File: src/rtl/traffic_3way_pkg.sv
// Shared definitions for the three-way junction controller.
package traffic_3way_pkg;

    // Lamp codes; 2'b11 is never driven.
    localparam logic [1:0] LAMP_RED    = 2'b00;
    localparam logic [1:0] LAMP_YELLOW = 2'b01;
    localparam logic [1:0] LAMP_GREEN  = 2'b10;

    // Default phase lengths in clock cycles.
    localparam int unsigned G_TIME_DEFAULT = 10;
    localparam int unsigned Y_TIME_DEFAULT = 3;

    // Right of way rotates G1 -> Y1 -> G2 -> Y2 -> G3 -> Y3 -> G1.
    typedef enum logic [2:0] {
        StIdle = 3'd0,
        StG1   = 3'd1,
        StY1   = 3'd2,
        StG2   = 3'd3,
        StY2   = 3'd4,
        StG3   = 3'd5,
        StY3   = 3'd6
    } state_e;

endpackage

File: src/rtl/traffic_phase_timer.sv
// Phase counter: counts cycles spent in the current lamp phase.
module traffic_phase_timer #(
    parameter int unsigned CNT_W = 8
) (
    input  logic             clk,
    input  logic             rst,
    input  logic             clear,
    input  logic [CNT_W-1:0] limit,  // terminal count, i.e. phase length minus one
    output logic             done
);

    logic [CNT_W-1:0] cnt_d, cnt_q;

    // Done on the last cycle of the phase, so the owner can switch on the next edge.
    assign done = (cnt_q == limit);

    // Clear on every phase change, so the counter never wraps.
    always_comb begin
        cnt_d = cnt_q + CNT_W'(1);
        if (clear) begin
            cnt_d = '0;
        end
    end

    // Counter register with synchronous reset.
    always_ff @(posedge clk) begin
        if (rst) begin
            cnt_q <= '0;
        end else begin
            cnt_q <= cnt_d;
        end
    end

endmodule

File: src/rtl/traffic_3way.sv
// Three-road junction controller: rotates green/yellow over roads 1, 2, 3.
module traffic_3way
    import traffic_3way_pkg::*;
#(
    parameter int unsigned G_TIME = G_TIME_DEFAULT,
    parameter int unsigned Y_TIME = Y_TIME_DEFAULT,
    parameter int unsigned CNT_W  = 8
) (
    input  logic       clk,
    input  logic       rst,
    input  logic       start,
    output logic [1:0] l1,
    output logic [1:0] l2,
    output logic [1:0] l3
);

    localparam logic [CNT_W-1:0] GLimit = CNT_W'(G_TIME - 1);
    localparam logic [CNT_W-1:0] YLimit = CNT_W'(Y_TIME - 1);

    state_e           state_d, state_q;
    logic             timer_clear;
    logic             timer_done;
    logic [CNT_W-1:0] timer_limit;

    traffic_phase_timer #(
        .CNT_W (CNT_W)
    ) u_timer (
        .clk   (clk),
        .rst   (rst),
        .clear (timer_clear),
        .limit (timer_limit),
        .done  (timer_done)
    );

    // Next state and timer control; the timer is held clear outside timed phases.
    always_comb begin
        state_d     = state_q;
        timer_clear = 1'b1;
        timer_limit = '0;
        case (state_q)
            StIdle: begin
                if (start) begin
                    state_d = StG1;
                end
            end
            StG1, StG2, StG3: begin
                timer_limit = GLimit;
                timer_clear = timer_done;
                if (timer_done) begin
                    case (state_q)
                        StG1:    state_d = StY1;
                        StG2:    state_d = StY2;
                        default: state_d = StY3;
                    endcase
                end
            end
            StY1, StY2, StY3: begin
                timer_limit = YLimit;
                timer_clear = timer_done;
                if (timer_done) begin
                    case (state_q)
                        StY1:    state_d = StG2;
                        StY2:    state_d = StG3;
                        default: state_d = StG1;
                    endcase
                end
            end
            // Unused encoding: recover to IDLE.
            default: state_d = StIdle;
        endcase
    end

    // State register; reset dominates start.
    always_ff @(posedge clk) begin
        if (rst) begin
            state_q <= StIdle;
        end else begin
            state_q <= state_d;
        end
    end

    // Moore lamp decode from the state register only.
    always_comb begin
        l1 = LAMP_RED;
        l2 = LAMP_RED;
        l3 = LAMP_RED;
        case (state_q)
            StG1:    l1 = LAMP_GREEN;
            StY1:    l1 = LAMP_YELLOW;
            StG2:    l2 = LAMP_GREEN;
            StY2:    l2 = LAMP_YELLOW;
            StG3:    l3 = LAMP_GREEN;
            StY3:    l3 = LAMP_YELLOW;
            default: ;
        endcase
    end

endmodule

File: config.mk
export PLATFORM = sky130hd
export DESIGN_NAME = traffic_3way
export DESIGN_NICKNAME = d
export VERILOG_FILES = /design/src/rtl/traffic_3way_pkg.sv /design/src/rtl/traffic_phase_timer.sv /design/src/rtl/traffic_3way.sv
export SDC_FILE = /design/constraint.sdc
export NUM_CORES = 1
export LEC_CHECK = 0
export CAP_MARGIN = 20
export CORE_UTILIZATION = 47
export DETAILED_ROUTE_END_ITERATION = 12
export PLACE_DENSITY = 0.7
export SYNTH_ARGS = -nofsm -noshare
export SYNTH_HDL_FRONTEND = slang
export SYNTH_HIERARCHICAL = 1
export SYNTH_SLANG_ARGS = --single-unit
File: constraint.sdc
create_clock -name clk -period 2.2 [get_ports clk]
set_input_delay 0.44 -clock clk [delete_from_list [all_inputs] [get_ports clk]]
set_output_delay 0.44 -clock clk [all_outputs]
set_load 0.005 [all_outputs]
* Word level (Yosys, flattened, before mapping)
Index checks and enable logic that the tools add are counted.
** Word-level totals
- Flip-flop bits (word level) :: 11
- Input bits :: 3
- Output and inout bits :: 6
** Operators by class
- Add/subtract/negate cells :: 1
- Equality and inequality tests :: 10
- Mux-type cells :: 11
- Reduce and logical (&&, ||, !) cells :: 6
** Operators with widths (count)
- one-hot mux 2 bit (2 select lines) :: 3
- one-hot mux 3 bit (2 select lines) :: 2
- == test 3 bit (second input constant) :: 3
- 2-to-1 mux 3 bit :: 3
- one-hot mux 3 bit (3 select lines) :: 1
- adder 8 x 1 -> 8 bit (second input constant) :: 1
- == test 8 x 4 -> 1 bit :: 1
- one-hot mux 4 bit (2 select lines) :: 1
- == test 3 x 2 -> 1 bit (second input constant) :: 2
- != test 2 bit (second input constant) :: 3
- OR reduction 3 bit :: 2
- OR reduction 6 bit :: 1
- == test 3 x 1 -> 1 bit (second input constant) :: 1
- logical NOT 3 bit :: 1
- AND reduction 3 bit :: 1
- OR reduction 2 bit :: 1
- 2-to-1 mux 1 bit :: 1

* Longest topological paths before layout
Gate-level depths: netlist of the first run.
- Depth in word-level cells :: 6
- Mapped depth :: 10

* Cells and area by module
Netlist of the first run, hierarchy kept.
** Modules (own cells, without submodules)
- traffic_phase_timer :: times used 1, cells each 47, area an instance 405.4 um^2, seq. area each 160.2 um^2
- traffic_3way :: times used 1, cells each 33, area an instance 266.5 um^2, seq. area each 60.1 um^2

* Worst setup path before layout of the first run
OpenSTA, ideal clock, no wires.
- Path type :: flip-flop to flip-flop
- From :: register state_q[0]
- To :: register u_timer.cnt_q[5]
- Setup time :: 0.070 ns
- Arrival time :: 1.966 ns
- Slack :: 0.163 ns
- Cell stages (with the launch flop) :: 10
- Buffers on the path :: 2
- Clock period less this slack :: 2.037 ns
- Path through :: dfxtp_1 > buf_6 > a21boi_1 > xnor2_1 > nand4_1 > nor2_1 > or3_1 > or2_2 > clkbuf_1 > a21oi_1
** Between the ends
- Cells in the longest elaborated chain, start to end :: 6
- Elaborated cells between the ends (all ways) :: 13
- Classes of those cells :: eq/ne: 7; mux: 2; reduce/logical: 4
** RTL lines
- start, declared :: RTL line traffic_3way.sv:20 : state_e state_d, state_q;
- start signal, assigned :: RTL line traffic_3way.sv:76 : state_q <= StIdle;
- start signal, assigned :: RTL line traffic_3way.sv:78 : state_q <= state_d;
- == test 3 bit (tied with other cells) :: RTL line traffic_3way.sv:40 : case (state_q)
- OR reduction 3 bit :: RTL line traffic_3way.sv:40
- one-hot mux 4 bit (2 select lines) (*) :: RTL line traffic_3way.sv:40
- named net timer_limit[0] :: RTL line traffic_3way.sv:23 : logic [CNT_W-1:0] timer_limit;
- == test 8 x 4 -> 1 bit (*) :: RTL line traffic_phase_timer.sv:15 : assign done = (cnt_q == limit);
- named net timer_done :: RTL line traffic_3way.sv:22 : logic timer_done;
- 2-to-1 mux 1 bit (*) :: RTL line traffic_3way.sv:40
- named net timer_clear :: RTL line traffic_3way.sv:21 : logic timer_clear;
- OR reduction 2 bit (no line) (*)
- end signal, assigned :: RTL line traffic_phase_timer.sv:30 : cnt_q <= cnt_d;
- end, declared :: RTL line traffic_phase_timer.sv:12 : logic [CNT_W-1:0] cnt_d, cnt_q;
The timed path passes the listed nets; every way through them passes the cells marked *.
A chain may end at the register's enable or synchronous reset.

* Worst setup path after layout of the first run
- From :: register state_q[1]
- To :: output port l2[1]
** Between the ends
- Cells in the longest elaborated chain, start to end :: 2
- Elaborated cells between the ends (all ways) :: 3
- Classes of those cells :: eq/ne: 2; mux: 1
** RTL lines
- == test 3 bit or == test 3 x 2 -> 1 bit (tied branches) :: RTL line traffic_3way.sv:87 : case (state_q)
- one-hot mux 2 bit (2 select lines) (*) :: RTL line traffic_3way.sv:87
- end, declared :: RTL line traffic_3way.sv:13 : output logic [1:0] l2,
Mark *: on every way between the ends. The rest lies on a longest branch, timed or not.

==> results.json, run 1 <==
{
  "cellPowerDensity_mw_per_mm2": 475.8,
  "drive_gt1_share_pct": 14.74,
  "netlist-cell-type-count": 34,
  "dr.first_iter.drc_count": 11,
  "postSynthCellCount": 80,
  "root_buffer": "sky130_fd_sc_hd__clkbuf_4",
  "post-route-cell-area_sq_um": 809.5,
  "finish.net_count": 100,
  "fin_skew_ns": 0.002049,
  "gp_congestion": 0.7781,
  "routed_wire_length_per_instance_um": 10.82,
  "io_pins": 9,
  "fillerInstances": 118,
  "critPathLaunchType": "register",
  "outcome": "completed",
  "synthesized_area_divided_by_synthesized_cell_count_sq_um": 8.399,
  "postCtsSetupRepairBufs": 0,
  "placed_area_sq_um": 783.3,
  "maxcap_violations": 0,
  "drt.antenna.violating_nets": 0,
  "multi_input_area_sq_um": 430.4,
  "synth-edff-count": 0,
  "grt_pass1_vias": 401,
  "net-switching-power_w": 0.00009085,
  "cts-buffers-inserted": 3,
  "critical_path_class": "reg -> out",
  "die_h_um": 39.81,
  "worst_skew_pair.late_latency_ns": 0.27,
  "cts.htree.levels": 1,
  "effective_utilization_at_floorplan_pct": 51.00,
  "total_gr_overflow": 0,
  "vias_per_cell": 5.091,
  "clock_sink_count": 11,
  "synth.area.mux_share_pct": 0,
  "rsz_0062_raised_after_global_routing": "false",
  "max-clock-path-buffers": 2,
  "drc_errors": 0,
  "vias": 560,
  "die_width_um": 39.81,
  "synth-simple-area-share_pct": 31.10,
  "port_buffers": 8,
  "synth_area_in_compound_gates_pct": 13.97,
  "postCtsHoldBufs": 0,
  "synthFlopType": "sky130_fd_sc_hd__dfxtp_1",
  "first_pass_grt_wire_length_mm": 1.697,
  "p_leak_nw": 0.2881,
  "report.power.total_w": 0.0003852,
  "timing.setup.tns_ns": 0,
  "largest_net_degree_at_the_start_of_global_routing": 16,
  "n_antenna_cell": 0,
  "layout.cells.most_common": "sky130_fd_sc_hd__dfxtp_1",
  "max_clock_freq_mhz": 481.2,
  "drt_pre_antenna_iters": 4,
  "initial_antenna_violation_count": 0,
  "p_int_w": 0.0002943,
  "post-route-period-util_pct": 94.45,
  "combinational_family_with_the_most_area_after_synthesis": "simple AND/OR/NAND/NOR gates",
  "detailedPlacementHpwl_um": 886.7,
  "syn_to_final_growth_pct": 20.48,
  "ys_seq_elements": 11,
  "synthArstFlopShare_pct": 0,
  "timing.critical_path.arrival_ns": 1.64,
  "power.ir.vdd_worst_mv": 0.2710,
  "cts_resized": 0,
  "groute.usage.overall_pct": 16.65,
  "register_area_sq_um": 220.2,
  "finalCoreUtilization_pct": 61.44,
  "floorplan.rows": 13,
  "share_comb_of_total_power_pct": 10.9,
  "synth.cell_area_sq_um": 671.9,
  "cp_data_required_time_ns": 1.76,
  "report.final.setup_viol": 0,
  "share_of_the_yosys_chip_area_belonging_to_registers_pct": 32.77,
  "setup_crit_end_kind": "primary output",
  "hold_class": "reg -> reg",
  "timing.final.max_slew_violations": 0,
  "dieArea_sq_mm": 0.001585,
  "clockPowerShare_pct": 35.8,
  "synth-adder-area-share_pct": 1.862,
  "p_sw_share_pct": 23.59,
  "xor_xnor_fraction_of_synth_area_pct": 14.34,
  "timing_hold_violations_final": 0,
  "worst_setup_hold_path_clk_slew_ns": 0.07,
  "clock_tree_from_tritoncts": "done",
  "timing.final.crit_period_ns": 2.078,
  "synth-warning-count": 6,
  "final_cell_mix": "sky130_fd_sc_hd__dfxtp_1, sky130_fd_sc_hd__nor2_1, sky130_fd_sc_hd__xnor2_1",
  "p_seq_share_pct": 53.3,
  "crit_path_max_fo": 10,
  "core_area_sq_mm": 0.001318,
  "finalWirelength_mm": 1.190
}
metal layers:
| layer | global-route usage [%] | routed length [um] |
|---|---|---|
| met5 | 0 | 0 |
| met4 | 7.759 | 14 |
| met3 | 5.114 | 50 |
| met2 | 19.67 | 500 |
| met1 | 25.77 | 625 |
final cells by class:
class | instances | area share [%]
multi-input cells | 67 | 53.17
repair buffers | 12 | 13.60
inverters | 1 | 0.4637
clock buffers | 4 | 3.246
well taps | 15 | 2.318
flip-flops and latches | 11 | 27.20
metrics by stage:
step / hold WS (ns) / worst slack [ns] / cells
detailed placement: 0.4907 / 0.3513 / 106
floorplan: 0.4507 / 0.1635 / 84
CTS: 0.5063 / 0.1103 / 110
global placement: 0.4854 / 0.4026 / 106
finish: 0.4997 / 0.1221 / 110
global route: 0.5354 / 0.01043 / 110
logic make-up after synthesis:
kind of cell / count (synthesis)
AO/OA/AOI/OAI: 15
XOR/XNOR: 11
adder cells (fa/ha/maj): 1
buffers and inverters: 6
flip-flops: 11
other: 1
AND/OR/NAND/NOR: 35
flip-flops by register name (all words and copies together), names as in the netlist:
register       count
u_timer/cnt_q      8
state_q            3
final timing paths:
check	from	to	slack, ns	cells after the start
max	state_q[1]$_SDFFE_PP0P_	l2[1]	0.12	3
min	u_timer/cnt_q[0]$_SDFF_PP0_	u_timer/cnt_q[0]$_SDFF_PP0_	0.50	1
max reg2reg	state_q[1]$_SDFFE_PP0P_	u_timer/cnt_q[7]$_SDFF_PP0_	0.32	7
min reg2reg	u_timer/cnt_q[0]$_SDFF_PP0_	u_timer/cnt_q[0]$_SDFF_PP0_	0.50	1
worst max-delay path, stage by stage (launching register included):
cell and delay [ns]:
sky130_fd_sc_hd__dfxtp_1 0.50, sky130_fd_sc_hd__buf_4 0.20, sky130_fd_sc_hd__and3b_1 0.18, sky130_fd_sc_hd__clkdlybuf4s50_1 0.49
synthesized netlist by cell type, types with 2 or more instances:
master | number | area (sq um)
sky130_fd_sc_hd__nand2_1 | 3 | 11.26
sky130_fd_sc_hd__dfxtp_1 | 11 | 220.2
sky130_fd_sc_hd__a21oi_1 | 5 | 25.02
sky130_fd_sc_hd__o21ai_1 | 2 | 10.01
sky130_fd_sc_hd__and3b_1 | 3 | 26.28
sky130_fd_sc_hd__nand4_1 | 3 | 18.77
sky130_fd_sc_hd__nand3_1 | 2 | 10.01
sky130_fd_sc_hd__nor2_1 | 9 | 33.78
sky130_fd_sc_hd__nor3b_1 | 2 | 15.01
sky130_fd_sc_hd__o21ai_0 | 3 | 15.01
sky130_fd_sc_hd__xor2_1 | 2 | 17.52
sky130_fd_sc_hd__xnor2_1 | 9 | 78.83
sky130_fd_sc_hd__or3_1 | 5 | 31.28
power groups by stage:
stage	clock [W]	combinational [W]	sequential [W]
floorplan	0	0.0000307	0.000210
global placement	0	0.0000414	0.000210
detailed placement	0	0.0000419	0.000210
CTS	0.000144	0.0000422	0.000205
global route	0.000150	0.0000466	0.000206
finish	0.000138	0.0000420	0.000205
Power figures use the tool's default switching activity.
==> run 2: changes to the inputs <==
Settings changed: CORE_MARGIN set to 2, GPL_ROUTABILITY_DRIVEN set to 0.
==> run 2 against run 1 <==
Count of clock-buffer cells in the layout unchanged. Fmax increased by 0.44%. Via count decreased by 2.9%. Critical path type unchanged. Largest cell class unchanged.
==> results.json, run 2 (synthesis gave the netlist of run 1 again) <==
{
  "timing.setup.tns_ns": 0,
  "outcome": "completed",
  "dieArea_sq_mm": 0.001748,
  "routed-wl-met2_um": 490,
  "timing.critical_path.arrival_ns": 1.63,
  "timing_hold_violations_final": 0,
  "postCtsSetupRepairBufs": 0,
  "floorplan.rows": 13,
  "rsz_0062_raised_after_global_routing": "false",
  "met3RoutedLength_um": 40,
  "root_buffer": "sky130_fd_sc_hd__clkbuf_4",
  "hold_class": "reg -> reg",
  "post-route-period-util_pct": 94.04,
  "worst_path_dominant_cell_family": "buffers and inverters",
  "n_antenna_cell": 0,
  "p_leak_nw": 0.2887,
  "max-clock-path-buffers": 2,
  "drt.antenna.violating_nets": 0,
  "vias": 544,
  "finalWirelength_mm": 1.108,
  "largest_registers": "u_timer/cnt_q (8), state_q (3)",
  "critPathLaunchType": "register",
  "top_layer_used": "met4",
  "maxcap_violations": 0,
  "largest_register_ffs": 8,
  "cp_slowest_cell": "sky130_fd_sc_hd__clkdlybuf4s50_1",
  "grt_pass1_vias": 483,
  "routed_wire_length_per_instance_um": 10.07,
  "vias_per_cell": 4.945,
  "slowest_cell_delay_on_critical_path_ns": 0.51,
  "fin_skew_ns": 0.006710,
  "report.final.setup_viol": 0,
  "post_layout_nonfiller_instances": 110,
  "finalCoreUtilization_pct": 61.54,
  "setup_crit_end_kind": "primary output",
  "drt_pre_antenna_iters": 4,
  "syn_to_final_growth_pct": 20.67,
  "worstPathCellList": "buf_4, and3b_1, clkdlybuf4s50_1",
  "total_gr_overflow": 0,
  "cp_num_buf_inv": 2,
  "crit_path_max_fo": 10,
  "timing.final.max_slew_violations": 0,
  "die_width_um": 41.81,
  "drive_gt1_share_pct": 15.79,
  "dr.first_iter.drc_count": 19,
  "final_cell_mix": "sky130_fd_sc_hd__dfxtp_1, sky130_fd_sc_hd__nor2_1, sky130_fd_sc_hd__xnor2_1",
  "power.ir.vdd_worst_mv": 0.3118,
  "largest_net_degree_at_the_start_of_global_routing": 16,
  "detail_route.wirelength.met1_um": 570,
  "critical_path_class": "reg -> out",
  "worst_skew_pair.late_latency_ns": 0.27,
  "max_clock_freq_mhz": 483.3,
  "die_h_um": 41.81,
  "cts.htree.levels": 1,
  "clock_sink_count": 11,
  "cp_data_required_time_ns": 1.76,
  "layout.cells.most_common": "sky130_fd_sc_hd__dfxtp_1",
  "initial_antenna_violation_count": 0,
  "finish.net_count": 100,
  "first_pass_grt_wire_length_mm": 1.987,
  "cellPowerDensity_mw_per_mm2": 467.9,
  "detailedPlacementHpwl_um": 876.7,
  "core_area_sq_mm": 0.001318,
  "cts-buffers-inserted": 3,
  "max_flop_register": "u_timer/cnt_q",
  "drc_errors": 0,
  "effective_utilization_at_floorplan_pct": 51.00,
  "port_buffers": 8,
  "numPlacedInstances": 106,
  "timing.final.crit_period_ns": 2.069,
  "io_pins": 9,
  "clock_tree_from_tritoncts": "done",
  "groute.usage.overall_pct": 15.09,
  "worst_setup_hold_path_clk_slew_ns": 0.06
}
## run 2: changes by cell type in the layout (fill, tap and decap cells not counted)
cell	change
sky130_fd_sc_hd__dfxtp_1	-1
sky130_fd_sc_hd__dfxtp_2	+1
## run 2: what timing repair did
item,in CTS,in global routing
endpoints found under the setup margin,0,1
gates resized for setup,0,1
hold buffers,0,0
## run 2: where the power goes
| part | internal, W | leakage (nW) | switching, W |
|---|---|---|---|
| clock | 0.0000701 | 0.0150 | 0.0000624 |
| combinational | 0.0000221 | 0.184 | 0.0000198 |
| sequential | 0.000202 | 0.0896 | 0.00000281 |
## run 2: metrics by stage
| stage | total power, W | setup WS, ns | area, sq um | hold slack, ns |
|---|---|---|---|---|
| finish | 0.0003793 | 0.1311 | 810.8 | 0.4894 |
| global route | 0.0004020 | 0.04070 | 810.8 | 0.5114 |
| CTS | 0.0003869 | 0.1124 | 809.5 | 0.4989 |
| detailed placement | 0.0002520 | 0.3638 | 783.3 | 0.4843 |
| global placement | 0.0002511 | 0.4026 | 783.3 | 0.4899 |
| floorplan | 0.0002411 | 0.1635 | 686.9 | 0.4507 |
## run 2: area by class of cell
type / count / area, sq um
clock buffers: 4 / 26.28
fillers: 120 / 506.7
well taps: 15 / 18.77
flip-flops and latches: 11 / 221.5
repair buffers: 12 / 110.1
inverters: 1 / 3.754
multi-input cells: 67 / 430.4
## run 2: path summary, 6_finish.rpt
check / from / endpoint / slack (ns) / cells past startpoint
min reg2reg: u_timer/cnt_q[0]$_SDFF_PP0_ / u_timer/cnt_q[0]$_SDFF_PP0_ / 0.49 / 1
max reg2reg: state_q[1]$_SDFFE_PP0P_ / u_timer/cnt_q[6]$_SDFF_PP0_ / 0.36 / 7
min: u_timer/cnt_q[0]$_SDFF_PP0_ / u_timer/cnt_q[0]$_SDFF_PP0_ / 0.49 / 1
max: state_q[1]$_SDFFE_PP0P_ / l2[1] / 0.13 / 3
## run 2: worst reg2reg max path, stage by stage, from the launching register on
cell and delay [ns]:
sky130_fd_sc_hd__dfxtp_1 0.48, sky130_fd_sc_hd__a21boi_1 0.16, sky130_fd_sc_hd__xnor2_1 0.14, sky130_fd_sc_hd__nand4_1 0.09
sky130_fd_sc_hd__nor2_1 0.05, sky130_fd_sc_hd__or3_1 0.35, sky130_fd_sc_hd__or2_2 0.37, sky130_fd_sc_hd__a21oi_1 0.14
## run 2: layer usage
layer  GRT usage (%)  vias up
met5               0        -
met4           5.806        0
met3           6.522        2
met2           22.50        5
met1           19.09      235
li1                -      302
